--- src/rtl/multiplier.sv ---
// Sequential unsigned N x N shift-add multiplier with a start/finish handshake.
// It retires one multiplier bit per clock and also shows the product as packed BCD.
module multiplier #(
  parameter int N = 4,
  localparam int W = 2 * N,
  localparam int D = (2 * N) / 3 + 1
) (
  input  logic           clock,
  input  logic           reset,
  input  logic [N-1:0]   a_in,
  input  logic [N-1:0]   b_in,
  input  logic           start,
  output logic [W-1:0]   out,
  output logic           finish,
  output logic [4*D-1:0] bcd,
  output logic [1:0]     state_o
);

  // Handshake: start is a level request, taken only in IDLE. finish stays high
  // for the whole of DONE. DONE is left only once start drops, which gives
  // exactly one product per start assertion.
  typedef enum logic [1:0] {
    IDLE = 2'd0,
    CALC = 2'd1,
    DONE = 2'd2
  } state_t;

  localparam int CW = $clog2(N + 1);

  state_t          state_q  = IDLE;
  logic [W-1:0]    a_q      = '0;
  logic [N-1:0]    b_q      = '0;
  logic [W-1:0]    acc_q    = '0;
  logic [CW-1:0]   cnt_q    = '0;
  logic [W-1:0]    out_q    = '0;
  logic            finish_q = 1'b0;
  logic [W-1:0]    acc_d;
  logic [4*D-1:0]  bcd_d;

  assign acc_d = b_q[0] ? (acc_q + a_q) : acc_q;

  always_ff @(posedge clock) begin
    if (reset) begin
      state_q  <= IDLE;
      a_q      <= '0;
      b_q      <= '0;
      acc_q    <= '0;
      cnt_q    <= '0;
      out_q    <= '0;
      finish_q <= 1'b0;
    end else begin
      case (state_q)
        IDLE: begin
          if (start) begin
            a_q     <= W'(a_in);
            b_q     <= b_in;
            acc_q   <= '0;
            cnt_q   <= '0;
            state_q <= CALC;
          end
        end
        CALC: begin
          acc_q <= acc_d;
          a_q   <= a_q << 1;
          b_q   <= b_q >> 1;
          cnt_q <= cnt_q + CW'(1);
          // The last partial add is folded straight into out.
          if (cnt_q == CW'(N - 1)) begin
            out_q    <= acc_d;
            finish_q <= 1'b1;
            state_q  <= DONE;
          end
        end
        DONE: begin
          if (!start) begin
            finish_q <= 1'b0;
            state_q  <= IDLE;
          end
        end
        default: begin
          finish_q <= 1'b0;
          state_q  <= IDLE;
        end
      endcase
    end
  end

  // Double-dabble on the registered product: add 3 to any digit >= 5 before each shift.
  always_comb begin
    bcd_d = '0;
    for (int i = W - 1; i >= 0; i--) begin
      for (int d = 0; d < D; d++) begin
        if (bcd_d[4*d +: 4] >= 4'd5) begin
          bcd_d[4*d +: 4] = bcd_d[4*d +: 4] + 4'd3;
        end
      end
      bcd_d = {bcd_d[4*D-2:0], out_q[i]};
    end
  end

  assign out     = out_q;
  assign finish  = finish_q;
  assign bcd     = bcd_d;
  assign state_o = state_q;

endmodule

--- config.mk ---
export PLATFORM = sky130hd
export DESIGN_NAME = multiplier
export DESIGN_NICKNAME = d
export VERILOG_FILES = /design/src/rtl/multiplier.sv
export SDC_FILE = /design/constraint.sdc
export NUM_CORES = 1
export LEC_CHECK = 0
export BUFFER_PORTS_ARGS = -buffer_cell sky130_fd_sc_hd__buf_2
export CELL_PAD_IN_SITES_DETAIL_PLACEMENT = 0
export CELL_PAD_IN_SITES_GLOBAL_PLACEMENT = 2
export CORE_AREA = 2 2 105 107
export CTS_BUF_LIST = sky130_fd_sc_hd__clkbuf_8
export DETAILED_ROUTE_END_ITERATION = 10
export DIE_AREA = 0 0 107 109
export PLACE_DENSITY = 0.66
export SLEW_MARGIN = 20
export SYNTH_ARGS = -nofsm -noshare
export SYNTH_HDL_FRONTEND = slang
export SYNTH_SLANG_ARGS = --single-unit
--- constraint.sdc ---
create_clock -name clock -period 10.6 [get_ports clock]
set_input_delay 1.06 -clock clock [delete_from_list [all_inputs] [get_ports clock]]
set_output_delay 1.06 -clock clock [all_outputs]
set_load 0.005 [all_outputs]
# Yosys cells after proc, flatten, opt, wreduce, memory -nomap -nowiden
# Cells that the tools add are included.
# op_classes
order_cmp	7
mux	23
n_reduce_logical	6
eq_ne	6
n_addsub	9
bitwise_logic	1
# op_table
cell	count
$mux W4	8
$pmux W8 S2	2
$mux W8	3
$add A4 B2 Y4 const B	5
$ge A4 B3 Y1 const B	5
$add A3 B2 Y4 const B	2
$add A8 B8 Y8	1
$pmux W4 S2	1
$ge A3 B3 Y1 const B	2
$mux W2	3
$ne A2 B2 Y1 const B	3
$pmux W2 S3	1
$pmux W3 S2	1
$reduce_and A3 Y1	2
$reduce_and A2 Y1	2
$add A3 B1 Y3 const B	1
$eq A3 B2 Y1 const B	1
$mux W3	1
$pmux W1 S3	1
$eq A2 B1 Y1 const B	1
$eq A2 B2 Y1 const B	1
$logic_not A2 Y1	1
$mux W1	2
$reduce_bool A2 Y1	1
$not A1 Y1	1
# word_totals
elab_cells	59
regBits	34
input_bits	11

# Logic depth before layout (Yosys ltp)
# Gate-level depths: netlist of the first run.
# depth
ltp_word	10
mapped_depth	19
mapped_depth_nobuf	18

# Worst setup path before layout of the first run
# No wires, ideal clock.
# synth_path
path_kind	flip-flop to output port
from	reg out_q[6] (netlist: out[6])
to	out bcd[7]
stages_incl_launch_ff	20
path_slack_ns	5.465
required_ns	9.540
arrival_ns	4.075
cell_sequence	dfxtp_1 > buf_6 > inv_1 > ha_1 > o21ai_0 > xnor2_1 > ha_1 > nand2b_1 > a32oi_4 > xnor2_1 > ha_1 > nand2b_1 > and4_1 > nor2_1 > inv_2 > ha_1 > or4_1 > a21oi_1 > nor3_1 > o21ai_1
# synth_between
elab_chain_len	10
elab_cells_between_ends	18
classes_between	6 x add/sub; 6 x order compare; 6 x mux
# synth_lines
item	line_no	source
start: declaration	35	logic [W-1:0] out_q = '0;
start signal: assignment	49	out_q <= '0;
start signal: assignment	69	out_q <= acc_d;
$add A3 B2 Y4 / $ge A3 B3 Y1 (equally long branches)	94, 93	
$mux W4 *	93	if (bcd_d[4*d +: 4] >= 4'd5) begin
$add A4 B2 Y4 / $ge A4 B3 Y1 (equally long branches)	94, 93	
$mux W4	93	
$ge A4 B3 Y1 / $add A4 B2 Y4 (equally long branches)	93, 94	
$mux W4	93	
$add A4 B2 Y4 (tied with other cells)	94	bcd_d[4*d +: 4] = bcd_d[4*d +: 4] + 4'd3;
$mux W4	93	
$add A4 B2 Y4 / $ge A4 B3 Y1 (equally long branches)	94, 93	
$mux W4 *	93	
end: declaration	15	output logic [4*D-1:0] bcd,
# Mark *: on every way between the ends. The rest lies on a longest branch, timed or not.

# Worst setup path after layout of the first run
# Same ends and word-level chain as after synthesis.

==> flow_metrics.env, run 1 <==
export IMPL_outcome="completed"
export IMPL_drive_gt1_frac=0.1457
export IMPL_seq_power_share=0.516
export IMPL_grt_pass1_wl_mm=10.62
export IMPL_rsz0062_at_grt="false"
export IMPL_core_um2=10600
export IMPL_num_antenna_cells=0
export IMPL_ys_types=60
export IMPL_async_reset_ff_frac=0
export IMPL_h_tree_depth=2
export IMPL_ant_nets=0
export IMPL_die_area_um2=11660
export IMPL_die_x_um=107
export IMPL_synth_edf_count=0
export IMPL_start_util=0.2411
export IMPL_grt_start_max_net_pins=35
export IMPL_crit_buf_inv=3
export IMPL_fmax_mhz=164.7
export IMPL_min_period_ns=6.071
export IMPL_numCtsBuffers=5
export IMPL_die_h_um=109
export IMPL_drtIter0Drc=121
export IMPL_clk_latency_ns=0.29
export IMPL_cts_root_buf="clkbuf_8"
export IMPL_layout_nets=377
export IMPL_postSynthAreaPerCell_um2=7.817
export IMPL_cts_max_path_buffers=2
export IMPL_drt_total_wl_mm=6.209
export IMPL_synth_top_area_share=0.2663
export IMPL_tns_ns=0
export IMPL_gr_usage_all_layers=0.1126
export IMPL_syn_area_um2=2556
export IMPL_synth_commonest_cells="52 x nor2_1, 34 x dfxtp_1, 26 x nand2_1, 22 x a21oi_1, 16 x ha_1"
export IMPL_gp_congestion=0.8000
export IMPL_p_leak_nw=1.230
export IMPL_viasPerCell=4.778
export IMPL_start_kind="flip-flop"
export IMPL_endpoint_kind="output port"
export IMPL_hold_class="flip-flop to flip-flop"
export IMPL_hold_buffers=0
export IMPL_ys_seq_area_frac=0.2663
export IMPL_p_comb_frac=0.102
export IMPL_fin_worst_skew_ns=0.01117
export IMPL_yosys_area_top_type="dfxtp_1"
export IMPL_p_clk_frac=0.382
export IMPL_drv_cap=0
export IMPL_path_cells="inv_1, ha_1, o21ai_0, xnor2_1, ha_1, nand2b_1, a32oi_4, xnor2_1, ha_1, nand2b_1, and4_1, nor2_1, inv_2, ha_1, or4_1, a21oi_1, nor3_1, o21ai_1, buf_2"
export IMPL_cts_sinks=34
export IMPL_place_port_buffers=31
export IMPL_synth_flop_cell="dfxtp_1"
export IMPL_cpPeakStageDelay_ns=0.53
export IMPL_netlist_instances=327
export IMPL_yosysWarnings=0
export IMPL_cts_tree="yes"
export IMPL_grt_pass1_vias=2206
export IMPL_ys_ff_latch=34
export IMPL_vdd_drop_max_mv=0.03744
export IMPL_intPower_w=0.0001944
export IMPL_netSwitchingPower_w=0.00007096
export IMPL_drcViolationCount=0
export IMPL_hpwl_mm=4.419
export IMPL_synth_area_leaders="dfxtp_1 27%, ha_1 7.8%, nor2_1 7.6%"
export IMPL_worst_ep_arrival_time_ns=5.01
export IMPL_n_fill_cell=1198
export IMPL_cp_top_family="simple AND/OR/NAND/NOR gates"
export IMPL_grt_ovfl_total=0
export IMPL_period_share=0.5727
export IMPL_num_rows=38
export IMPL_slew_violations=0
export IMPL_first_pass_iters=4
export IMPL_tightest_slew_ns=1.011
export IMPL_io_pins=34
export IMPL_path_common_cell="ha_1"
export IMPL_postCtsSetupBuffers=0
export IMPL_finalHoldViolCount=0
export IMPL_num_vias=2341
export IMPL_total_power_w=0.0002654
export IMPL_power_density_nw_per_um2=91.38
export IMPL_relSlewSlack=0.3067
export IMPL_slowest_stage="or4_1"
export IMPL_cp_data_required_time_ns=9.54
export IMPL_netSwitchingFraction=0.2674
export IMPL_area_growth_pct=13.61
export IMPL_clk_pin_slew_ns=0.08
export IMPL_criticalPathCategory="flip-flop to output port"
export IMPL_cp_max_fo=10
export IMPL_post_drt_wl_per_cell_um=12.67
export IMPL_antenna_found_initial=0
export IMPL_ctsResizeCount=0
export IMPL_setup_viol=0
export IMPL_yosysMostFrequentCell="nor2_1"
==> area by class of cell <==
class / count / area, um^2 / area share
clock inverter: 2 / 12.51 / 0.004308
tap: 140 / 175.2 / 0.06032
multi-input combinational: 260 / 1723 / 0.5933
inverter: 14 / 52.55 / 0.01810
sequential: 34 / 680.7 / 0.2344
clock buffer: 6 / 82.58 / 0.02844
timing repair buffer: 34 / 177.7 / 0.06118
==> cell usage in the layout, fill, tap and decap left out, drive strengths merged, types with 6 or more instances in the layout <==
cell	synthesis	final
nor2	53	53
dfxtp	34	34
buf	7	34
nand2	26	26
a21oi	22	22
ha	16	16
o21ai	14	14
inv	13	13
mux2i	12	12
a211oi	11	11
nand3	11	11
xnor2	9	9
nor3	8	8
a22oi	8	8
a21o	6	6
nor2b	6	6
clkbuf	13	6
==> power by group through the flow <==
stage               Combinational [W]  Sequential (W)  Clock [W]
detailed placement          0.0000273        0.000140          0
floorplan                   0.0000219        0.000137          0
global placement            0.0000272        0.000140          0
CTS                         0.0000276        0.000137   0.000107
finish                      0.0000271        0.000137   0.000101
global route                0.0000311        0.000138   0.000112
==> worst min-delay path, delay by kind of cell, from the launching register on <==
kind	cells	cell delay, ns
DFF	1	0.32
AOI/OAI and AO/OA	1	0.07
and+or+nand+nor	1	0.05
==> routing by layer <==
layer  wire (um)  track usage
met1        3119       0.1526
met4          93      0.03989
met3         165      0.01674
met2        2829       0.1824
met5           0            0
==> metrics by stage <==
stage	cells	cell area [um^2]	worst slack [ns]	util	hold WS, ns
floorplan	328	2560	5.465	-	0.4536
global placement	482	2809	5.030	0.2649	0.4638
detailed placement	482	2809	4.847	0.2649	0.4752
CTS	490	2904	4.518	0.2739	0.4873
global route	490	2904	4.015	0.2739	0.5229
finish	490	2904	4.529	0.2739	0.4847
==> state kept, by name, summed over array words and instances (netlist names) <==
name,count
a_q,8
acc_q,8
b_q,4
cnt_q,3
finish,1
out,8
state_o,2
==> cell families (layout without fill, tap and decap cells) <==
family,count (synthesis),after routing,share of synthesized area
buf+inv,34,56,0.06118
other cells,1,2,0.001467
xor+xnor,10,10,0.03427
mux,15,15,0.06657
compound gates,94,94,0.2633
simple gates,122,122,0.2208
fa+ha+maj,17,17,0.08615
flops,34,34,0.2663
==> path summary, 6_finish.rpt <==
check / from / endpoint / slack, ns / depth (start not counted)
worst max-delay path: out[6] / bcd[7] / 4.53 / 19
worst min-delay path: b_q[1] / b_q[0] / 0.48 / 2
worst min register to register: b_q[1] / b_q[0] / 0.48 / 2
worst max register to register: a_q[1] / acc_q[7] / 8.19 / 9
(Power assumes the default switching activity.)
==> run 2: changes to the inputs <==
==> constraint.sdc (replaced) <==
create_clock -name clock -period 5.7 [get_ports clock]
set_input_delay 0.57 -clock clock [delete_from_list [all_inputs] [get_ports clock]]
set_output_delay 0.57 -clock clock [all_outputs]
set_load 0.005 [all_outputs]
==> run 2 against run 1 <==
  * Sequential power rose by 86%
  * Combinational power rose by 85%
  * Final cell count rose by 0.61%
  * First-iteration DRC count fell by 26%
  * Register-to-register slack got worse by 4.9 ns
==> flow_metrics.env, run 2 (synthesized netlist as in run 1, its figures left out) <==
export IMPL_fin_ws_ns=0.4163
export IMPL_final_common_cell="nor2_1"
export IMPL_io_pins=34
export IMPL_vdd_drop_max_mv=0.06657
export IMPL_min_path_cells=2
export IMPL_die_x_um=107
export IMPL_place_port_buffers=31
export IMPL_post_drt_wl_per_cell_um=12.42
export IMPL_regToRegStartpoint="a_q[1]"
export IMPL_cts_tree="yes"
export IMPL_drtIter0Drc=90
export IMPL_layout_nets=380
export IMPL_num_rows=38
export IMPL_critPathLaunch="out[5]"
export IMPL_ant_nets=0
export IMPL_setup_viol=0
export IMPL_area_growth_pct=15.08
export IMPL_finish_utilization=0.2774
export IMPL_grt_pass1_wl_mm=10.29
export IMPL_h_tree_depth=2
export IMPL_grt_start_max_net_pins=35
export IMPL_cts_max_path_buffers=2
export IMPL_drcViolationCount=0
export IMPL_slew_violations=0
export IMPL_tns_ns=0
export IMPL_die_area_um2=11660
export IMPL_cts_root_buf="clkbuf_8"
export IMPL_power_density_nw_per_um2=177.1
export IMPL_drv_cap=0
export IMPL_grt_ovfl_total=0
export IMPL_hold_buffers=0
export IMPL_cts_sinks=34
export IMPL_drt_total_wl_mm=6.122
export IMPL_cp_max_fo=10
export IMPL_fin_worst_skew_ns=0.01238
export IMPL_timing_rr_end="acc_q[7]"
export IMPL_numCtsBuffers=5
export IMPL_final_cell_mix="51 x nor2_1, 33 x dfxtp_1, 31 x buf_2, 26 x nand2_1, 22 x a21oi_1"
export IMPL_relSlewSlack=0.3555
export IMPL_grt_pass1_vias=2170
export IMPL_criticalPathCategory="flip-flop to output port"
export IMPL_place_ws_ns=0.4589
export IMPL_hold_class="flip-flop to flip-flop"
export IMPL_gr_usage_all_layers=0.1088
export IMPL_start_util=0.2411
export IMPL_min_from="b_q[1]"
export IMPL_outcome="completed"
export IMPL_fmax_mhz=189.3
export IMPL_die_h_um=109
export IMPL_worst_ep_arrival_time_ns=4.71
export IMPL_start_kind="flip-flop"
export IMPL_antenna_found_initial=0
export IMPL_rsz0062_at_grt="false"
export IMPL_clk_latency_ns=0.29
export IMPL_endpoint_kind="output port"
export IMPL_num_vias=2377
export IMPL_period_share=0.9270
export IMPL_gp_congestion=0.7977
export IMPL_worst_r2r_setup_slack_ns=3.26
export IMPL_clk_pin_slew_ns=0.08
export IMPL_tightest_slew_ns=0.9632
export IMPL_viasPerCell=4.822
export IMPL_first_pass_iters=4
export IMPL_p_leak_nw=1.260
export IMPL_rr_worst_depth=9
export IMPL_hold_path_endpoint="b_q[0]"
export IMPL_finalHoldViolCount=0
export IMPL_min_period_ns=5.284
export IMPL_num_antenna_cells=0
export IMPL_hpwl_mm=4.436
export IMPL_core_um2=10600
export IMPL_drive_gt1_frac=0.1530
export IMPL_cp_data_required_time_ns=5.13
run 2: changes by cell type in the layout (fill, tap and decap cells not counted), sizes merged:
| cell | before | now |
|---|---|---|
| clkinvlp | 1 | 0 |
| buf | 34 | 37 |
| inv | 13 | 15 |
| clkinv | 2 | 1 |
| bufinv | 0 | 1 |
| clkbuf | 6 | 5 |
run 2: metrics by stage:
step           std cells  hold slack, ns  total power [W]  cell area, um^2
5_1_grt              493          0.5179        0.0005511             2942
3_3_place_gp         485          0.4646        0.0003110             2831
2_1_floorplan        328          0.4536        0.0002955             2560
4_1_cts              493          0.4869        0.0005313             2938
3_5_place_dp         485          0.4735        0.0003109             2831
6_report             493          0.4799        0.0005211             2942
run 2: layer usage:
metal  track usage  vias up  routed length [um]
met4       0.03247        0                  97
met3       0.02212        9                 194
met2        0.1779       47                2739
met1        0.1450     1090                3091
li1              -     1231                   -
met5             0        -                   0
run 2: worst max-delay path by stage:
stage | end | slack, ns | depth (start not counted)
final | bcd[7] | 0.42 | 18
after global routing | bcd[7] | 0.03 | 18
after CTS | bcd[7] | 0.14 | 19
after detailed placement | bcd[7] | 0.46 | 19
after global placement | bcd[7] | 0.63 | 19
after floorplan | bcd[7] | 1.06 | 19
run 2: repair_timing:
| item | 4_1_cts | 5_1_grt |
|---|---|---|
| resized for setup | 0 | 2 |
| endpoints found under the setup margin | 0 | 2 |
| buffers inserted | 0 | 0 |
run 2: worst max-delay path, cell delays in order (launching register included):
cell and delay (ns):
dfxtp_1 0.45, ha_1 0.31, o21ai_0 0.13, xnor2_1 0.35
ha_1 0.25, nand2b_1 0.10, a32oi_4 0.32, xnor2_1 0.25
ha_1 0.29, nand2b_1 0.13, and4_1 0.23, nor2_2 0.24
inv_2 0.14, ha_1 0.28, or4_1 0.54, a21oi_1 0.12
nor3_1 0.07, o21ai_1 0.11, buf_2 0.12
run 2: report_power, final:
group | total (W) | switching, W | internal, W
Clock | 0.000216 | 0.0000890 | 0.000127
Combinational | 0.0000501 | 0.0000303 | 0.0000199
Sequential | 0.000255 | 0.00000993 | 0.000245
Total | 0.000521 | 0.000129 | 0.000392
run 2: area by class of cell:
type	count	area (um^2)
fill	1159	7661
timing repair buffer	37	200.2
clock inverter	3	37.54
multi-input combinational	260	1725
clock buffer	5	68.82
inverter	14	52.55
sequential	34	681.9
tap	140	175.2
